<file path="config.mk">
export PLATFORM = sky130hd
export DESIGN_NAME = ppu_cpu_regs
export DESIGN_NICKNAME = d
export VERILOG_FILES = /design/src/rtl/ppu_pkg.sv /design/src/rtl/ppu_palette_ram.sv /design/src/rtl/ppu_cpu_regs.sv
export SDC_FILE = /design/constraint.sdc
export NUM_CORES = 1
export LEC_CHECK = 0
export BUFFER_PORTS_ARGS = -buffer_cell sky130_fd_sc_hd__buf_2
export CORE_UTILIZATION = 48
export CTS_BUF_LIST = sky130_fd_sc_hd__clkbuf_16
export DETAILED_ROUTE_END_ITERATION = 8
export PLACE_DENSITY = 0.77
export RECOVER_POWER = 100
export REMOVE_ABC_BUFFERS = 1
export SYNTH_ARGS = -nofsm -noshare
export SYNTH_HDL_FRONTEND = slang
export SYNTH_HIERARCHICAL = 1
export SYNTH_SLANG_ARGS = --single-unit
</file>
<file path="constraint.sdc">
create_clock -name CLK -period 5.5 [get_ports CLK]
set_input_delay 0.275 -clock CLK [delete_from_list [all_inputs] [get_ports CLK]]
set_output_delay 0.275 -clock CLK [all_outputs]
set_load 0.005 [all_outputs]
</file>
<file path="src/rtl/ppu_pkg.sv">
// Shared types and helpers for the PPU CPU-facing register file.
// Register indices, loopy address layout, status bit positions and palette aliasing.
package ppu_pkg;

    typedef enum logic [2:0] {
        REG_CTRL    = 3'd0,
        REG_MASK    = 3'd1,
        REG_STATUS  = 3'd2,
        REG_OAMADDR = 3'd3,
        REG_OAMDATA = 3'd4,
        REG_SCROLL  = 3'd5,
        REG_ADDR    = 3'd6,
        REG_DATA    = 3'd7
    } reg_idx_e;

    typedef struct packed {
        logic [2:0] fine_y;
        logic [1:0] nt;
        logic [4:0] coarse_y;
        logic [4:0] coarse_x;
    } loopy_t;

    localparam int STAT_VBLANK = 7;
    localparam int STAT_SPR0   = 6;
    localparam int STAT_OVF    = 5;

    localparam int PAL_ENTRIES = 32;

    // Sprite backdrop entries $10/$14/$18/$1C share storage with $00/$04/$08/$0C.
    function automatic logic [4:0] pal_alias(input logic [4:0] idx);
        if (idx[4] && (idx[1:0] == 2'b00)) begin
            return {1'b0, idx[3:0]};
        end
        return idx;
    endfunction

endpackage

</file>
<file path="src/rtl/ppu_palette_ram.sv">
// 32x6 palette storage with backdrop aliasing.
// One synchronous write port, asynchronous read ports for the CPU and the renderer.
module ppu_palette_ram
    import ppu_pkg::*;
(
    input  logic       clk,
    input  logic       rst_n,
    input  logic       we,
    input  logic [4:0] waddr,
    input  logic [5:0] wdata,
    input  logic [4:0] cpu_idx,
    output logic [5:0] cpu_color,
    input  logic [4:0] rnd_idx,
    output logic [5:0] rnd_color
);

    logic [5:0] mem [PAL_ENTRIES];

    always_ff @(posedge clk or negedge rst_n) begin
        if (!rst_n) begin
            for (int i = 0; i < PAL_ENTRIES; i++) begin
                mem[i] <= '0;
            end
        end else if (we) begin
            mem[pal_alias(waddr)] <= wdata;
        end
    end

    assign cpu_color = mem[pal_alias(cpu_idx)];
    assign rnd_color = mem[pal_alias(rnd_idx)];

endmodule

</file>
<file path="src/rtl/ppu_cpu_regs.sv">
// CPU-facing PPU register file: $2000-$2007 decode, loopy scroll state,
// PPUDATA buffering over a request/ack VRAM port, status/NMI and palette RAM.
module ppu_cpu_regs
    import ppu_pkg::*;
#(
    parameter int                 VADDR_W  = 14,
    parameter logic [VADDR_W-1:0] PAL_BASE = 14'h3F00,
    parameter int                 INC_DOWN = 32
) (
    input  logic               CLK,
    input  logic               RESET_N,
    input  logic [2:0]         CPU_ADDR,
    input  logic [7:0]         CPU_DATA_IN,
    input  logic               CPU_wren,
    input  logic               CPU_rden,
    output logic [7:0]         CPU_DATA_OUT,
    input  logic               VBLANK_SET,
    input  logic               VBLANK_CLR,
    input  logic               SPR0_HIT,
    input  logic               SPR_OVF,
    output logic               NMI_N,
    output logic               VRAM_REQ,
    output logic               VRAM_WE,
    output logic [VADDR_W-1:0] VRAM_ADDR,
    output logic [7:0]         VRAM_WDATA,
    input  logic [7:0]         VRAM_RDATA,
    input  logic               VRAM_ACK,
    output logic               BUSY,
    output logic [7:0]         OAM_ADDR,
    output logic [7:0]         OAM_WDATA,
    output logic               OAM_WE,
    input  logic [7:0]         OAM_RDATA,
    input  logic [4:0]         PAL_IDX,
    output logic [5:0]         PAL_COLOR,
    output logic [7:0]         CTRL_O,
    output logic [7:0]         MASK_O,
    output logic [VADDR_W:0]   V_O,
    output logic [VADDR_W:0]   T_O,
    output logic [2:0]         FINE_X_O
);

    localparam logic [VADDR_W:0]   INC_ONE    = (VADDR_W+1)'(1);
    localparam logic [VADDR_W:0]   INC_BIG    = (VADDR_W+1)'(INC_DOWN);
    localparam logic [VADDR_W:0]   PAL_SPAN   = (VADDR_W+1)'(256);
    localparam logic [VADDR_W-1:0] PAL_SHADOW = VADDR_W'('h1000);

    reg_idx_e reg_sel;

    logic [7:0]         ctrl;
    logic [7:0]         mask;
    logic [VADDR_W:0]   v;
    logic [VADDR_W:0]   t;
    logic [2:0]         fine_x;
    logic               w;
    logic [7:0]         rd_buf;
    logic [7:0]         latch;
    logic [7:0]         data_out;
    logic               vblank;
    logic               spr0;
    logic               ovf;
    logic               nmi_n;
    logic [7:0]         oam_addr;
    logic [7:0]         oam_wr_addr;
    logic [7:0]         oam_wdata;
    logic               oam_we;
    logic               vram_req;
    logic               vram_we;
    logic [VADDR_W-1:0] vram_addr;
    logic [7:0]         vram_wdata;

    logic [VADDR_W:0]   v_inc;
    logic [VADDR_W:0]   pal_off;
    logic               in_pal;
    logic               data_acc;
    logic               start_bus;
    logic               pal_we;
    logic               status_rd;
    logic               vblank_d;
    logic [7:0]         ctrl_d;
    logic [7:0]         rd_val;
    logic [5:0]         pal_cpu_color;

    assign reg_sel   = reg_idx_e'(CPU_ADDR);
    assign v_inc     = v + (ctrl[2] ? INC_BIG : INC_ONE);
    assign pal_off   = {1'b0, v[VADDR_W-1:0]} - {1'b0, PAL_BASE};
    assign in_pal    = (v[VADDR_W-1:0] >= PAL_BASE) && (pal_off < PAL_SPAN);
    assign data_acc  = (CPU_wren || CPU_rden) && (reg_sel == REG_DATA);
    assign pal_we    = CPU_wren && (reg_sel == REG_DATA) && in_pal;
    // Palette writes never touch the bus; accesses arriving while busy are dropped.
    assign start_bus = data_acc && !vram_req && !pal_we;
    assign status_rd = CPU_rden && (reg_sel == REG_STATUS);
    assign ctrl_d    = (CPU_wren && (reg_sel == REG_CTRL)) ? CPU_DATA_IN : ctrl;

    // A coincident VBLANK_SET beats a status read; VBLANK_CLR beats both.
    always_comb begin
        vblank_d = vblank;
        if (VBLANK_CLR) begin
            vblank_d = 1'b0;
        end else if (VBLANK_SET) begin
            vblank_d = 1'b1;
        end else if (status_rd) begin
            vblank_d = 1'b0;
        end
    end

    always_comb begin
        rd_val = latch;
        case (reg_sel)
            REG_STATUS: begin
                rd_val[STAT_VBLANK] = vblank & ~VBLANK_SET;
                rd_val[STAT_SPR0]   = spr0;
                rd_val[STAT_OVF]    = ovf;
            end
            REG_OAMDATA: rd_val = OAM_RDATA;
            REG_DATA:    rd_val = in_pal ? {latch[7:6], pal_cpu_color} : rd_buf;
            default:     ;
        endcase
    end

    always_ff @(posedge CLK or negedge RESET_N) begin
        if (!RESET_N) begin
            ctrl   <= '0;
            mask   <= '0;
            v      <= '0;
            t      <= '0;
            fine_x <= '0;
            w      <= 1'b0;
        end else if (CPU_wren) begin
            case (reg_sel)
                REG_CTRL: begin
                    ctrl     <= CPU_DATA_IN;
                    t[11:10] <= CPU_DATA_IN[1:0];
                end
                REG_MASK: mask <= CPU_DATA_IN;
                REG_SCROLL: begin
                    if (!w) begin
                        t[4:0] <= CPU_DATA_IN[7:3];
                        fine_x <= CPU_DATA_IN[2:0];
                        w      <= 1'b1;
                    end else begin
                        t[14:12] <= CPU_DATA_IN[2:0];
                        t[9:5]   <= CPU_DATA_IN[7:3];
                        w        <= 1'b0;
                    end
                end
                REG_ADDR: begin
                    if (!w) begin
                        t[13:8] <= CPU_DATA_IN[5:0];
                        t[14]   <= 1'b0;
                        w       <= 1'b1;
                    end else begin
                        t[7:0] <= CPU_DATA_IN;
                        v      <= {t[VADDR_W:8], CPU_DATA_IN};
                        w      <= 1'b0;
                    end
                end
                REG_DATA: v <= v_inc;
                default:  ;
            endcase
        end else if (CPU_rden) begin
            if (reg_sel == REG_DATA) begin
                v <= v_inc;
            end
            if (reg_sel == REG_STATUS) begin
                w <= 1'b0;
            end
        end
    end

    always_ff @(posedge CLK or negedge RESET_N) begin
        if (!RESET_N) begin
            data_out <= '0;
            latch    <= '0;
        end else if (CPU_rden) begin
            data_out <= rd_val;
            latch    <= rd_val;
        end else if (CPU_wren) begin
            latch <= CPU_DATA_IN;
        end
    end

    always_ff @(posedge CLK or negedge RESET_N) begin
        if (!RESET_N) begin
            vblank <= 1'b0;
            spr0   <= 1'b0;
            ovf    <= 1'b0;
            nmi_n  <= 1'b1;
        end else begin
            vblank <= vblank_d;
            if (VBLANK_CLR) begin
                spr0 <= 1'b0;
                ovf  <= 1'b0;
            end else begin
                if (SPR0_HIT) spr0 <= 1'b1;
                if (SPR_OVF)  ovf  <= 1'b1;
            end
            nmi_n <= ~(vblank_d & ctrl_d[7]);
        end
    end

    // A palette read still refills the buffer from the nametable underneath.
    always_ff @(posedge CLK or negedge RESET_N) begin
        if (!RESET_N) begin
            vram_req   <= 1'b0;
            vram_we    <= 1'b0;
            vram_addr  <= '0;
            vram_wdata <= '0;
            rd_buf     <= '0;
        end else if (vram_req) begin
            if (VRAM_ACK) begin
                vram_req <= 1'b0;
                vram_we  <= 1'b0;
                if (!vram_we) begin
                    rd_buf <= VRAM_RDATA;
                end
            end
        end else if (start_bus) begin
            vram_req   <= 1'b1;
            vram_we    <= CPU_wren;
            vram_addr  <= (CPU_rden && in_pal) ? (v[VADDR_W-1:0] - PAL_SHADOW)
                                               : v[VADDR_W-1:0];
            vram_wdata <= CPU_DATA_IN;
        end
    end

    // The write pulse lags the CPU strobe, so the written address is held
    // separately from the already-incremented OAMADDR.
    always_ff @(posedge CLK or negedge RESET_N) begin
        if (!RESET_N) begin
            oam_addr    <= '0;
            oam_wr_addr <= '0;
            oam_wdata   <= '0;
            oam_we      <= 1'b0;
        end else begin
            oam_we <= 1'b0;
            if (CPU_wren && (reg_sel == REG_OAMADDR)) begin
                oam_addr <= CPU_DATA_IN;
            end else if (CPU_wren && (reg_sel == REG_OAMDATA)) begin
                oam_we      <= 1'b1;
                oam_wdata   <= CPU_DATA_IN;
                oam_wr_addr <= oam_addr;
                oam_addr    <= oam_addr + 8'd1;
            end
        end
    end

    ppu_palette_ram u_pal (
        .clk       (CLK),
        .rst_n     (RESET_N),
        .we        (pal_we),
        .waddr     (v[4:0]),
        .wdata     (CPU_DATA_IN[5:0]),
        .cpu_idx   (v[4:0]),
        .cpu_color (pal_cpu_color),
        .rnd_idx   (PAL_IDX),
        .rnd_color (PAL_COLOR)
    );

    assign CPU_DATA_OUT = data_out;
    assign NMI_N        = nmi_n;
    assign VRAM_REQ     = vram_req;
    assign VRAM_WE      = vram_we;
    assign VRAM_ADDR    = vram_addr;
    assign VRAM_WDATA   = vram_wdata;
    assign BUSY         = vram_req;
    assign OAM_ADDR     = oam_we ? oam_wr_addr : oam_addr;
    assign OAM_WDATA    = oam_wdata;
    assign OAM_WE       = oam_we;
    assign CTRL_O       = ctrl;
    assign MASK_O       = mask;
    assign V_O          = v;
    assign T_O          = t;
    assign FINE_X_O     = fine_x;

endmodule

</file>
======== After elaboration in Yosys (flattened, before gate mapping) ========
Cells that the tools add are included.
word-level totals
  word-level logic and storage cells ...... 197
  register bits after elaboration ......... 319
  output and inout port bits .............. 106
operators by class
  muxes and demuxes ....................... 62
  reductions and logical operators ........ 44
  add/sub/neg operators ................... 4
  magnitude comparators ................... 6
  bitwise logic cells ..................... 11
  eq/ne operators ......................... 14
operator list
  operator                                                                number
  192-bit bitwise mux                                                     1
  8-bit two-way mux                                                       8
  6-bit binary-select mux with 5-bit select                               2
  15-bit two-way mux                                                      4
  5-bit two-way mux                                                       8
  6-bit two-way mux                                                       6
  6-bit demux with 5-bit select                                           1
  15-bit case mux with 2 select lines                                     1
  1-bit two-way mux                                                       23
  10-bit case mux with 2 select lines                                     1
  2-bit nonzero test                                                      10
  6-bit greater-or-equal comparator (second input constant)               3
  5-bit NOT with 6-bit output                                             3
  4-bit AND reduction                                                     4
  15-bit by 6-bit adder with 15-bit output                                1
  15-bit by 9-bit < comparator with 1-bit output (second input constant)  1
  14-bit by 14-bit subtractor with 15-bit output (second input constant)  1
  14-bit greater-or-equal comparator (second input constant)              1
  1-bit logical AND                                                       14
  14-bit two-way mux                                                      1
  14-bit by 13-bit subtractor with 14-bit output (second input constant)  1
  3-bit equality test (second input constant)                             4
  2-bit inequality test (second input constant)                           6
  3-bit AND reduction                                                     4
  19 further kinds                                                        32

======== Logic depth before layout (Yosys ltp) ========
Gate-level depths: netlist of the first run.
  word-level depth ........................ 13
  mapped depth ............................ 10

======== Hierarchy ========
Netlist of the first run, hierarchy kept.
modules (own cells, without submodules)
  module           area each (um^2)  times used  cells each  seq. area each (um^2)
  ppu_palette_ram  9,577.9           1           721         4,204.0
  ppu_cpu_regs     6,567.5           1           632         3,179.3

======== Worst setup path after synthesis of the first run ========
OpenSTA, ideal clock, no wires.
  kind .................................... reg2reg
  start point ............................. register v[9] (netlist: V_O[9])
  end point ............................... register u_pal/mem[114] (netlist name)
  slack ................................... 2.705 ns
  cell stages (with the launch flop) ...... 10
  buffers on the path ..................... 2
  library setup time ...................... 0.125 ns
  data required time ...................... 5.375 ns
  data arrival time ....................... 2.670 ns
  cell sequence ........................... dfrtp_1 > ha_1 > clkbuf_1 > inv_1 > nand3_1 > nor3_1 > nand3_4 > or3_1 > buf_4 > mux2_4
on the way
  cells in the longest elaborated chain, start to end .. 4
  elaborated cells between the ends (all ways) .. 5
ends and longest elaborated chain
  what                                            line                   source
  start: declaration                              ppu_cpu_regs.sv:51     logic [VADDR_W:0] v;
  start signal: assignment                        ppu_cpu_regs.sv:153    v <= {t[VADDR_W:8], CPU_DATA_IN};
  start signal: assignment                        ppu_cpu_regs.sv:157    REG_DATA: v <= v_inc;
  start signal: assignment                        ppu_cpu_regs.sv:162    v <= v_inc;
  14-bit by 14-bit subtractor with 15-bit output  ppu_cpu_regs.sv:85     assign pal_off = {1'b0, v[VADDR_W-1:0]} - {1'b0, PAL_BASE};
  15-bit by 9-bit < comparator with 1-bit output  ppu_cpu_regs.sv:86     assign in_pal = (v[VADDR_W-1:0] >= PAL_BASE) && (pal_off < PAL_SPAN);
  1-bit logical AND (*)                           ppu_cpu_regs.sv:86
  1-bit logical AND (*)                           ppu_cpu_regs.sv:88     assign pal_we = CPU_wren && (reg_sel == REG_DATA) && in_pal;
  via pal_we                                      ppu_cpu_regs.sv:76     logic pal_we;
  end signal: indexed assignment                  ppu_palette_ram.sv:25  mem[pal_alias(waddr)] <= wdata;
  end: declaration                                ppu_palette_ram.sv:17  logic [5:0] mem [PAL_ENTRIES];
Mark *: on every way through the listed nets, which the timed path passes. The rest lies on a longest branch.
A chain may end at the register's enable or synchronous reset.

======== Final worst setup path of the first run ========
  start point ............................. input CPU_wren
  end point ............................... register u_pal/mem[96] (netlist name)
on the way
  cells in the longest elaborated chain, start to end .. 2
ends and longest elaborated chain
  what                             line                source
  start: declaration               ppu_cpu_regs.sv:14  input logic CPU_wren,
  1-bit logical AND (2 in series)  ppu_cpu_regs.sv:88
  via pal_we                       ppu_cpu_regs.sv:76
The timed path passes the listed nets, and every way through them passes these cells.

==> reports/summary.txt, run 1 <==
Delay-heaviest family, CP: simple AND/OR/NAND/NOR gates
Initial antenna violation count: 0
Port buffer count: 146
Seq/Total Area, Yosys: 45.7%
Status: complete, but fails checks
CP max-delay cell: clkbuf_1
Initial core utilization: 49.2%
F_max: 0.243 GHz
NetSw: 2.07 mW
Failing checks: max-capacitance violations, max-slew violations
Max Slew Vio Count: 232
Die Wd: 185 um
Most used flip-flop cell after synthesis: dfrtp_1
Worst VDD drop: 0.255 mV
Max-Cap Viols: 4
Post-layout net count: 1507
Pint: 4.40 mW
CTS Buf Count: 35
Pwr Density: 362 mW/mm^2
Part of the power in registers: 41.6%
Synthesis-to-layout area growth: 10.7%
Fillers: 2821
Leak: 8.51 nW
DRC errors left: 0
Yosys warns: 6
Placed cells: 1853
First-pass GRT wire length: 68600 um
Worst-Margin Slew: 3.14 ns
Endpoints failing setup: 0
Routed vias: 11900
Drt pass-1 iters: 5
Vias in the first global route: 12100
# IOs: 147
Antenna Cells: 0
Final min period: 4.11 ns
Post-synthesis mux area share: 28.6%
Synth Area in XOR/XNOR: 0.163%
Asr flop ratio synth: 100%
Die Y: 185 um
Worst rel slew slack: -110%
Count of flip-flops with a built-in enable after synthesis: 0
Setup crit end kind: register
CTS tree: done
Critical path buffers and inverters: 2
ANT nets after route: 0
Nature of the critical path startpoint: primary input
Gr usage total: 25.9%
Synthesis-stage register bit count: 295
Drt wl/cell: 23.0 um
Layout cells sized above 1: 24.9%
RSZ-0062 raised after global routing: no
Final TNS setup: 0 ns
Combinational fraction of design power: 22.6%
Sw frac: 32.1%
Final hold violation count: 0
Clock slew at reported path FFs: 0.06 ns
DP Area: 0.0170 mm^2
Complex-gate fraction of the synthesized area: 11.1%
Simple logic cell fraction of the synthesized area: 9.80%
Layout Cells excl Fill: 1929
Part of the cycle the worst path needs: 74.8%
Die area: 0.0344 mm^2
Post-CTS Setup Inserts: 0
Most Frequent Cell on Critical Path: nor3_1
Min-Delay Path Class: in -> reg
Clk buf depth: 3
Drt total wl: 44400 um
Crit Path Category: in -> reg
CP arrival: 4.51 ns
Core box area: 0.0328 mm^2
Number of DRC markers in iteration 0: 1141
DR vias/cell: 6.19
CP peak stage delay: 1.12 ns
GPL Wtd Cong: 0.899
WP data required: 5.89 ns
Row Count: 66
Grt ovf: 0
Crit-path max FO: 31
Clk_lat worst skew: 0.53 ns
Cells along the critical path: clkbuf_1, clkinv_1, nor3_1, nand3_4, nor3_1, mux2_2
CTS Sinks: 295
DP Wirelength: 28600 um
Largest net degree at the start of global routing: 126
Post-Syn Instances: 1353
H-Tree Depth: 2
Clk pwr share: 35.8%
Syn avg cell area: 11.9 um^2
Adder-cell share of the synthesized area: 0.465%
Post-Syn Area: 0.0161 mm^2
Largest family of logic cells by synthesized area: multiplexers
Yosys cell types: 84
Design Area, Final: 0.0179 mm^2
Layout Skew: 0.0214 ns
CTS root buf: clkbuf_16
-- cell usage after synthesis, drive strengths merged, types with 5 or more instances --
| master | instances | share of area, % |
|---|---|---|
| clkbuf | 45 | 1.1 |
| a211oi | 11 | 0.51 |
| nor2b | 7 | 0.27 |
| nand2b | 7 | 0.36 |
| o22ai | 17 | 0.74 |
| a21o | 5 | 0.23 |
| mux2 | 227 | 16 |
| nand3 | 17 | 0.73 |
| a31oi | 6 | 0.23 |
| o31a | 7 | 0.40 |
| and4 | 11 | 0.60 |
| and3 | 10 | 0.39 |
| and2b | 6 | 0.28 |
| dfrtp | 294 | 46 |
| nor3 | 24 | 1.2 |
| o221a | 5 | 0.35 |
| mux2i | 141 | 8.7 |
| a22oi | 59 | 2.7 |
| a21oi | 67 | 2.1 |
| nand2 | 98 | 2.3 |
| ha | 6 | 0.46 |
| mux4 | 24 | 3.5 |
| nor2 | 54 | 1.6 |
| o21ai | 31 | 0.96 |
| inv | 23 | 0.53 |
| a2bb2oi | 25 | 1.4 |
| nand4 | 7 | 0.40 |
| buf | 58 | 2.5 |
-- flip-flops by register name, indices dropped and copies added, names as in the netlist, 14 cells and up --
signal     flops
T_O           15
VRAM_ADDR     14
V_O           15
u_pal/mem    168
-- path summary, 6_finish.rpt --
kind | start | endpoint | slack [ns] | cells past startpoint
setup / recovery | CPU_wren | u_pal/mem[96]$_DFFE_PN0P_ | 1.39 | 6
hold / removal | VRAM_ACK | BUSY$_DFF_PN0_ | 0.04 | 3
setup reg to reg | V_O[8]$_DFFE_PN0P_ | u_pal/mem[96]$_DFFE_PN0P_ | 1.54 | 7
hold reg to reg | oam_wr_addr[1]$_DFFE_PN0P_ | oam_wr_addr[1]$_DFFE_PN0P_ | 0.47 | 2
max in group asynchronous | RESET_N | oam_wr_addr[7]$_DFFE_PN0P_ | 2.03 | 3
min in group asynchronous | RESET_N | u_pal/mem[75]$_DFFE_PN0P_ | 1.32 | 2
-- per-stage QoR --
stage / power [mW] / worst slack, ns / hold WS, ns / util, %
floorplan: 3.56 / 1.48 / -0.0206 / -
global placement: 4.22 / 2.13 / 0.452 / 51.8
detailed placement: 4.26 / 2.01 / 0.458 / 51.8
CTS: 6.59 / 1.97 / 0.0228 / 55.6
global route: 6.73 / 1.07 / 0.0576 / 54.5
finish: 6.47 / 1.39 / 0.0353 / 54.5
-- cell usage in the layout (no fill, tap or decap), types with 4 or more instances in the layout --
cell           instances
o22ai_1               15
nor3_1                21
mux2i_1              141
o31a_1                 5
clkbuf_16             35
o221a_2                5
nand2_1               97
o21ai_0               31
bufinv_16              5
mux2_1                23
ha_1                   6
mux2_2               203
dlygate4sd3_1         12
and3_1                10
nor2_1                54
or3_1                  4
buf_2                 59
mux4_2                17
clkinv_2               4
nand3_1               16
a31oi_1                6
a2bb2oi_1             25
buf_4                 11
clkinv_1               8
a22oi_1               59
dfrtp_1              292
mux4_1                 7
and2b_1                6
nand2b_1               5
inv_1                 32
a21o_1                 5
nand4_1                5
nor2b_1                7
clkbuf_1              89
and4_1                11
a211oi_1              11
a21oi_1               67
-- power by group through the flow --
stage	registers [mW]	logic, mW	clock network [mW]
after floorplan	2.73	0.826	0
after global placement	2.71	1.51	0
after detailed placement	2.72	1.54	0
after CTS	2.69	1.55	2.35
after global routing	2.72	1.57	2.45
final	2.69	1.46	2.32
-- timing repair --
item | CTS | global route
endpoints found under the hold margin | 134 | 0
hold buffers | 12 | 0
resized for setup | 0 | 0
-- cell families after synthesis --
kind of cell               Yosys count
muxes                              392
DFF                                295
and+or+nand+nor                    273
AOI/OAI and AO/OA                  257
buffers and inverters              127
adders and majority gates            6
xor gates and xnor gates             3
-- metal layers --
metal	global-route usage [%]	part of all wire, %	vias to the layer above
met3	4.36	6.2	120
li1	-	-	5252
met5	0	0	-
met1	34.4	42	6086
met4	11.7	3.9	0
met2	41.5	48	478
-- worst min-delay path, cell delays in order --
cell and delay [ns]:
buf_2 0.11, inv_1 0.04, a21o_1 0.10
-- cell type report --
cell class / instances / area [um^2] / area share (%)
Clock buffer: 35 / 876 / 4.90
Timing Repair Buffer: 173 / 842 / 4.71
Tap cell: 442 / 553 / 3.10
Inverter: 24 / 90.1 / 0.504
Clock inverter: 29 / 264 / 1.48
Multi-Input combinational cell: 931 / 7850 / 44.0
Sequential cell: 295 / 7390 / 41.4
No activity file was read; power rests on OpenSTA's default activity.
==> run 2, diff against run 1 <==
==> constraint.sdc (replaced) <==
create_clock -name CLK -period 3.8 [get_ports CLK]
set_input_delay 0.19 -clock CLK [delete_from_list [all_inputs] [get_ports CLK]]
set_output_delay 0.19 -clock CLK [all_outputs]
set_load 0.005 [all_outputs]
==> run 2 against run 1 <==
- the flow still finishes with violations (max-capacitance violations, max-slew violations)
- sequential power rose by 45%
- final area rose by 0.36%
- clock skew fell by 0.0038 ns
- wire length rose by 0.16%
- combinational power rose by 45%
- setup slack got worse by 1.0 ns
- non-clock buffer count rose by 9
- largest cell class unchanged
==> reports/summary.txt, run 2 (synthesis gave the netlist of run 1 again) <==
Row Count: 66
Core box area: 0.0328 mm^2
Endpoints failing setup: 0
CP arrival: 3.87 ns
Synthesis-to-layout area growth: 11.1%
Min-Delay Path Class: in -> reg
Layout cells sized above 1: 26.0%
Drt wl/cell: 23.0 um
Status: complete, but fails checks
Final min period: 3.43 ns
Most flops, register: u_pal/mem
DRC errors left: 0
Routed vias: 12100
Die Y: 185 um
Crit-path max FO: 24
Number of DRC markers in iteration 0: 1305
CTS root buf: clkbuf_16
First-pass GRT wire length: 68600 um
Nature of the critical path startpoint: register
Vias in the first global route: 11900
Critical path buffers and inverters: 1
Grt ovf: 0
Initial antenna violation count: 0
Failing checks: max-capacitance violations, max-slew violations
Port buffer count: 146
Drt total wl: 44500 um
Max-Cap Viols: 3
Fillers: 2833
Setup crit end kind: register
Drt pass-1 iters: 6
Die area: 0.0344 mm^2
Initial core utilization: 49.2%
# IOs: 147
Die Wd: 185 um
Post-CTS Setup Inserts: 0
Cells along the critical path: clkbuf_2, mux2i_1, a2bb2oi_1, o22ai_2, nor3_1, and4_1, o21ai_0, a21oi_1
Clk buf depth: 3
Post-layout net count: 1515
Layout Skew: 0.0176 ns
Final TNS setup: 0 ns
Leak: 8.51 nW
Worst hold slack: 0.0625 ns
CP max-delay cell: dfrtp_1
Worst rel slew slack: -89.2%
F_max: 0.292 GHz
Max Slew Vio Count: 165
H-Tree Depth: 2
Placed cells: 1860
CTS Buf Count: 34
Delay-heaviest family, CP: flip-flops
Worst-Margin Slew: 2.81 ns
RSZ-0062 raised after global routing: no
Crit Path Category: reg -> reg
Clock slew at reported path FFs: 0.06 ns
CTS Sinks: 295
Final hold violation count: 0
Layout Cells excl Fill: 1936
Part of the cycle the worst path needs: 90.2%
ANT nets after route: 0
Largest net degree at the start of global routing: 136
Clk_lat worst skew: 0.52 ns
CTS tree: done
GPL Wtd Cong: 0.938
Worst VDD drop: 0.328 mV
Antenna Cells: 0
Commonest cells after routing, fill and taps aside: dfrtp_1 (293), mux2_2 (202), mux2i_1 (141)
CP peak stage delay: 1.22 ns
DR vias/cell: 6.23
Gr usage total: 25.9%
Commonest non-fill, non-tap cell in the layout: dfrtp_1
Pwr Density: 512 mW/mm^2
DP Wirelength: 28700 um
Max reg flops: 168
WP data required: 4.24 ns
[run 2: cell types whose count changed in the layout (fill, tap and decap cells not counted), moves of 3 or more]
cell       change
buf_12         +3
bufinv_16      -3
clkinv_2       +8
inv_1          -5
nor2_1         -9
nor2_2         +3
nor2_4         +6
[run 2: layout make-up]
cell class	count	area, um^2	share of cell area, %
multi-input cells	931	7900	44.1
flip-flops and latches	295	7380	41.2
repair buffers	182	937	5.23
clock buffers	35	876	4.88
well taps	442	553	3.08
clock inverters	27	190	1.06
inverters	24	90.1	0.502
[run 2: final timing paths]
path	start	endpoint	slack (ns)	depth (start not counted)
max	V_O[2]$_DFFE_PN0P_	latch[2]$_DFFE_PN0N_	0.37	8
min	CPU_DATA_IN[7]	OAM_WDATA[7]$_DFFE_PN0P_	0.06	3
max reg2reg	V_O[2]$_DFFE_PN0P_	latch[2]$_DFFE_PN0N_	0.37	8
min reg2reg	oam_wr_addr[0]$_DFFE_PN0P_	oam_wr_addr[0]$_DFFE_PN0P_	0.47	2
max in group asynchronous	RESET_N	V_O[14]$_DFFE_PN0P_	0.87	3
min in group asynchronous	RESET_N	u_pal/mem[86]$_DFFE_PN0P_	0.74	2
[run 2: what timing repair did]
action	in CTS	in global routing
endpoints found under the hold margin	146	0
hold buffers	14	0
resized for setup	0	0
[run 2: report_power, final]
part | switching (mW) | internal, mW
Combinational | 1.24 | 0.883
Sequential | 0.411 | 3.48
Clock | 1.35 | 1.82
[run 2: per-layer routing]
layer,vias up,routed length (um),track usage (%)
met1,6114,18300,34.9
met5,-,0,0
met3,125,2970,3.66
met2,548,21400,41.5
li1,5271,-,-
met4,0,1800,11.7
[run 2: worst register-to-register path: cells and delay by family (launching register included)]
kind | cells | cell delay (ns)
AO/OA/AOI/OAI | 4 | 0.71
buffers and inverters | 1 | 0.57
flip-flops | 1 | 1.22
multiplexers | 1 | 0.13
AND/OR/NAND/NOR | 2 | 0.72
[run 2: stage by stage]
stage	power [mW]	utilization (%)	cell area, um^2	worst slack (ns)
5_1_grt	9.55	54.7	17900	0.228
6_report	9.18	54.7	17900	0.371
3_5_place_dp	6.13	52.1	17100	0.725
3_3_place_gp	6.08	52.1	17100	0.843
4_1_cts	9.32	55.8	18300	0.681
2_1_floorplan	5.15	-	15600	-0.217
==> run 3, diff against run 2 <==
--- a/config.mk
+++ b/config.mk
@@ -6,10 +6,12 @@
 export NUM_CORES = 1
 export LEC_CHECK = 0
 export BUFFER_PORTS_ARGS = -buffer_cell sky130_fd_sc_hd__buf_2
+export CELL_PAD_IN_SITES_DETAIL_PLACEMENT = 0
+export CELL_PAD_IN_SITES_GLOBAL_PLACEMENT = 1
 export CORE_UTILIZATION = 48
 export CTS_BUF_LIST = sky130_fd_sc_hd__clkbuf_16
 export DETAILED_ROUTE_END_ITERATION = 8
-export PLACE_DENSITY = 0.77
+export PLACE_DENSITY = 0.89
 export RECOVER_POWER = 100
 export REMOVE_ABC_BUFFERS = 1
 export SYNTH_ARGS = -nofsm -noshare
==> constraint.sdc (replaced) <==
create_clock -name CLK -period 3.8 [get_ports CLK]
set_input_delay 0.19 -clock CLK [delete_from_list [all_inputs] [get_ports CLK]]
set_output_delay 0.19 -clock CLK [all_outputs]
set_load 0.05 [all_outputs]
==> run 3 against run 2 <==
- the run still ends with max-capacitance violations, max-slew violations left
- via count down 1.5%
- sequential power up 1%
- sequential share of layout area shrank 0.17 points
- worst hold slack got worse by 0.036 ns
- final area grew 0.47%
- non-clock buffer count rose by 7
- critical endpoint is now u_pal/mem[54]$_DFFE_PN0P_
- largest power group unchanged
==> reports/summary.txt, run 3 (synthesis gave the netlist of run 1 again) <==
Initial antenna violation count: 1
Final hold violation count: 0
Vias in the first global route: 11900
CTS root buf: clkbuf_16
Synthesis-to-layout area growth: 11.6%
WP data required: 4.25 ns
Layout Cells excl Fill: 1937
Die Y: 185 um
GPL Wtd Cong: 0.913
Antenna Cells: 0
WHS Endpoint: latch[5]$_DFFE_PN0N_
Failing checks: max-capacitance violations, max-slew violations
Number of DRC markers in iteration 0: 889
H-Tree Depth: 1
F_max: 0.296 GHz
Core box area: 0.0328 mm^2
Hold path cells: 5
Worst-Margin Slew: 2.76 ns
Worst VDD drop: 0.435 mV
Die area: 0.0344 mm^2
Initial core utilization: 49.2%
Total power: 10.2 mW
Endpoints failing setup: 0
Placed cells: 1865
Status: complete, but fails checks
Layout Skew: 0.0171 ns
CTS Buf Count: 31
Clock slew at reported path FFs: 0.06 ns
Routed vias: 11900
Worst rel slew slack: -84.0%
R2R cell count: 9
Crit Path Category: reg -> reg
Clk_lat worst skew: 0.57 ns
Post-layout net count: 1519
Gr usage total: 26.4%
Worst R2R Start: V_O[8]$_DFFE_PN0P_
Reg area: 0.00739 mm^2
Pwr Density: 567 mW/mm^2
Min-Delay Path Class: in -> reg
ANT nets after route: 0
Largest net degree at the start of global routing: 105
DP Wirelength: 29200 um
Port buffer count: 146
Max reg flops: 168
Most flops, register: u_pal/mem
Multi-input logic area: 0.00793 mm^2
Setup crit end kind: register
Leak: 8.48 nW
Nature of the critical path startpoint: register
Commonest non-fill, non-tap cell in the layout: dfrtp_1
CTS tree: done
Max Slew Vio Count: 128
Die Wd: 185 um
Clk buf depth: 3
Fillers: 2827
Reg-to-reg setup timing slack: 0.43 ns
Post-CTS Setup Inserts: 0
DR vias/cell: 6.13
RSZ-0062 raised after global routing: no
Part of the cycle the worst path needs: 88.8%
Grt ovf: 0
Drt wl/cell: 23.1 um
Worst r2r dst: u_pal/mem[54]$_DFFE_PN0P_
DRC errors left: 0
CP arrival: 3.82 ns
Commonest cells after routing, fill and taps aside: dfrtp_1 (292), mux2_2 (202), mux2i_1 (141)
Drt total wl: 44700 um
Drt pass-1 iters: 5
Crit-path max FO: 10
# IOs: 147
First-pass GRT wire length: 69600 um
Hold path start: OAM_RDATA[5]
Final min period: 3.37 ns
Row Count: 66
Layout cells sized above 1: 25.1%
Max-Cap Viols: 2
CTS Sinks: 295
-- run 3: cell types whose count changed in the layout (fill, tap and decap cells not counted), sizes merged --
| cell | delta |
|---|---|
| clkbuf | +17 |
| buf | -16 |
| clkinv | -11 |
| bufinv | +5 |
| clkinvlp | +3 |
| dlygate4sd3 | +2 |
| inv | +1 |
-- run 3: power by group --
group          switching (mW)  internal, mW  leakage, nW
combinational            2.17         0.892         4.06
sequential              0.462          3.48         3.88
clock                    1.27          1.95        0.540
-- run 3: how the worst max path moves through the flow --
stage	startpoint	depth (start not counted)	to	slack, ns
after global placement	V_O[8]$_DFFE_PN0P_	9	u_pal/mem[55]$_DFFE_PN0P_	0.78
after CTS	V_O[8]$_DFFE_PN0P_	9	u_pal/mem[58]$_DFFE_PN0P_	0.67
after detailed placement	V_O[8]$_DFFE_PN0P_	9	u_pal/mem[56]$_DFFE_PN0P_	0.70
after global routing	V_O[9]$_DFFE_PN0P_	9	u_pal/mem[54]$_DFFE_PN0P_	0.23
final	V_O[8]$_DFFE_PN0P_	9	u_pal/mem[54]$_DFFE_PN0P_	0.43
after floorplan	V_O[2]$_DFFE_PN0P_	7	latch[1]$_DFFE_PN0N_	-0.53
-- run 3: final cells by class --
class | instances | share of cell area [%]
sequential | 295 | 41.0
inverter | 24 | 0.500
tap | 442 | 3.07
clock inverter | 25 | 1.66
multi-input combinational | 931 | 44.0
clock buffer | 31 | 4.31
timing repair buffer | 189 | 5.46
-- run 3: timing repair --
item,CTS,global route
resized for setup,0,0
endpoints found under the hold margin,113,0
hold buffers,16,0
-- run 3: metal layers --
layer / track usage (%) / part of all wire, %
met2: 42.6 / 48
met1: 36.5 / 43
met5: 0 / 0.018
met4: 9.79 / 3.2
met3: 2.95 / 5.2
-- run 3: through the flow --
step	util, %	instance area [um^2]	hold WS, ns	setup slack (ns)	setup TNS, ns
6_report	55.0	18000	0.0268	0.426	0
5_1_grt	55.0	18000	0.0316	0.231	0
4_1_cts	56.0	18400	0.00198	0.672	0
3_5_place_dp	52.2	17100	0.307	0.700	0
3_3_place_gp	52.2	17100	0.304	0.775	0
2_1_floorplan	-	15600	-0.106	-0.529	-34.32
-- run 3: critical path, stage by stage, from the launching register on --
cell and delay [ns]:
dfrtp_1 0.55, ha_1 0.40, and4_1 0.33, nand3_1 0.20, nor3_1 0.21, clkbuf_1 0.35, and3b_1 0.27, nand2_1 0.25
nor2_4 0.31, mux2_2 0.36
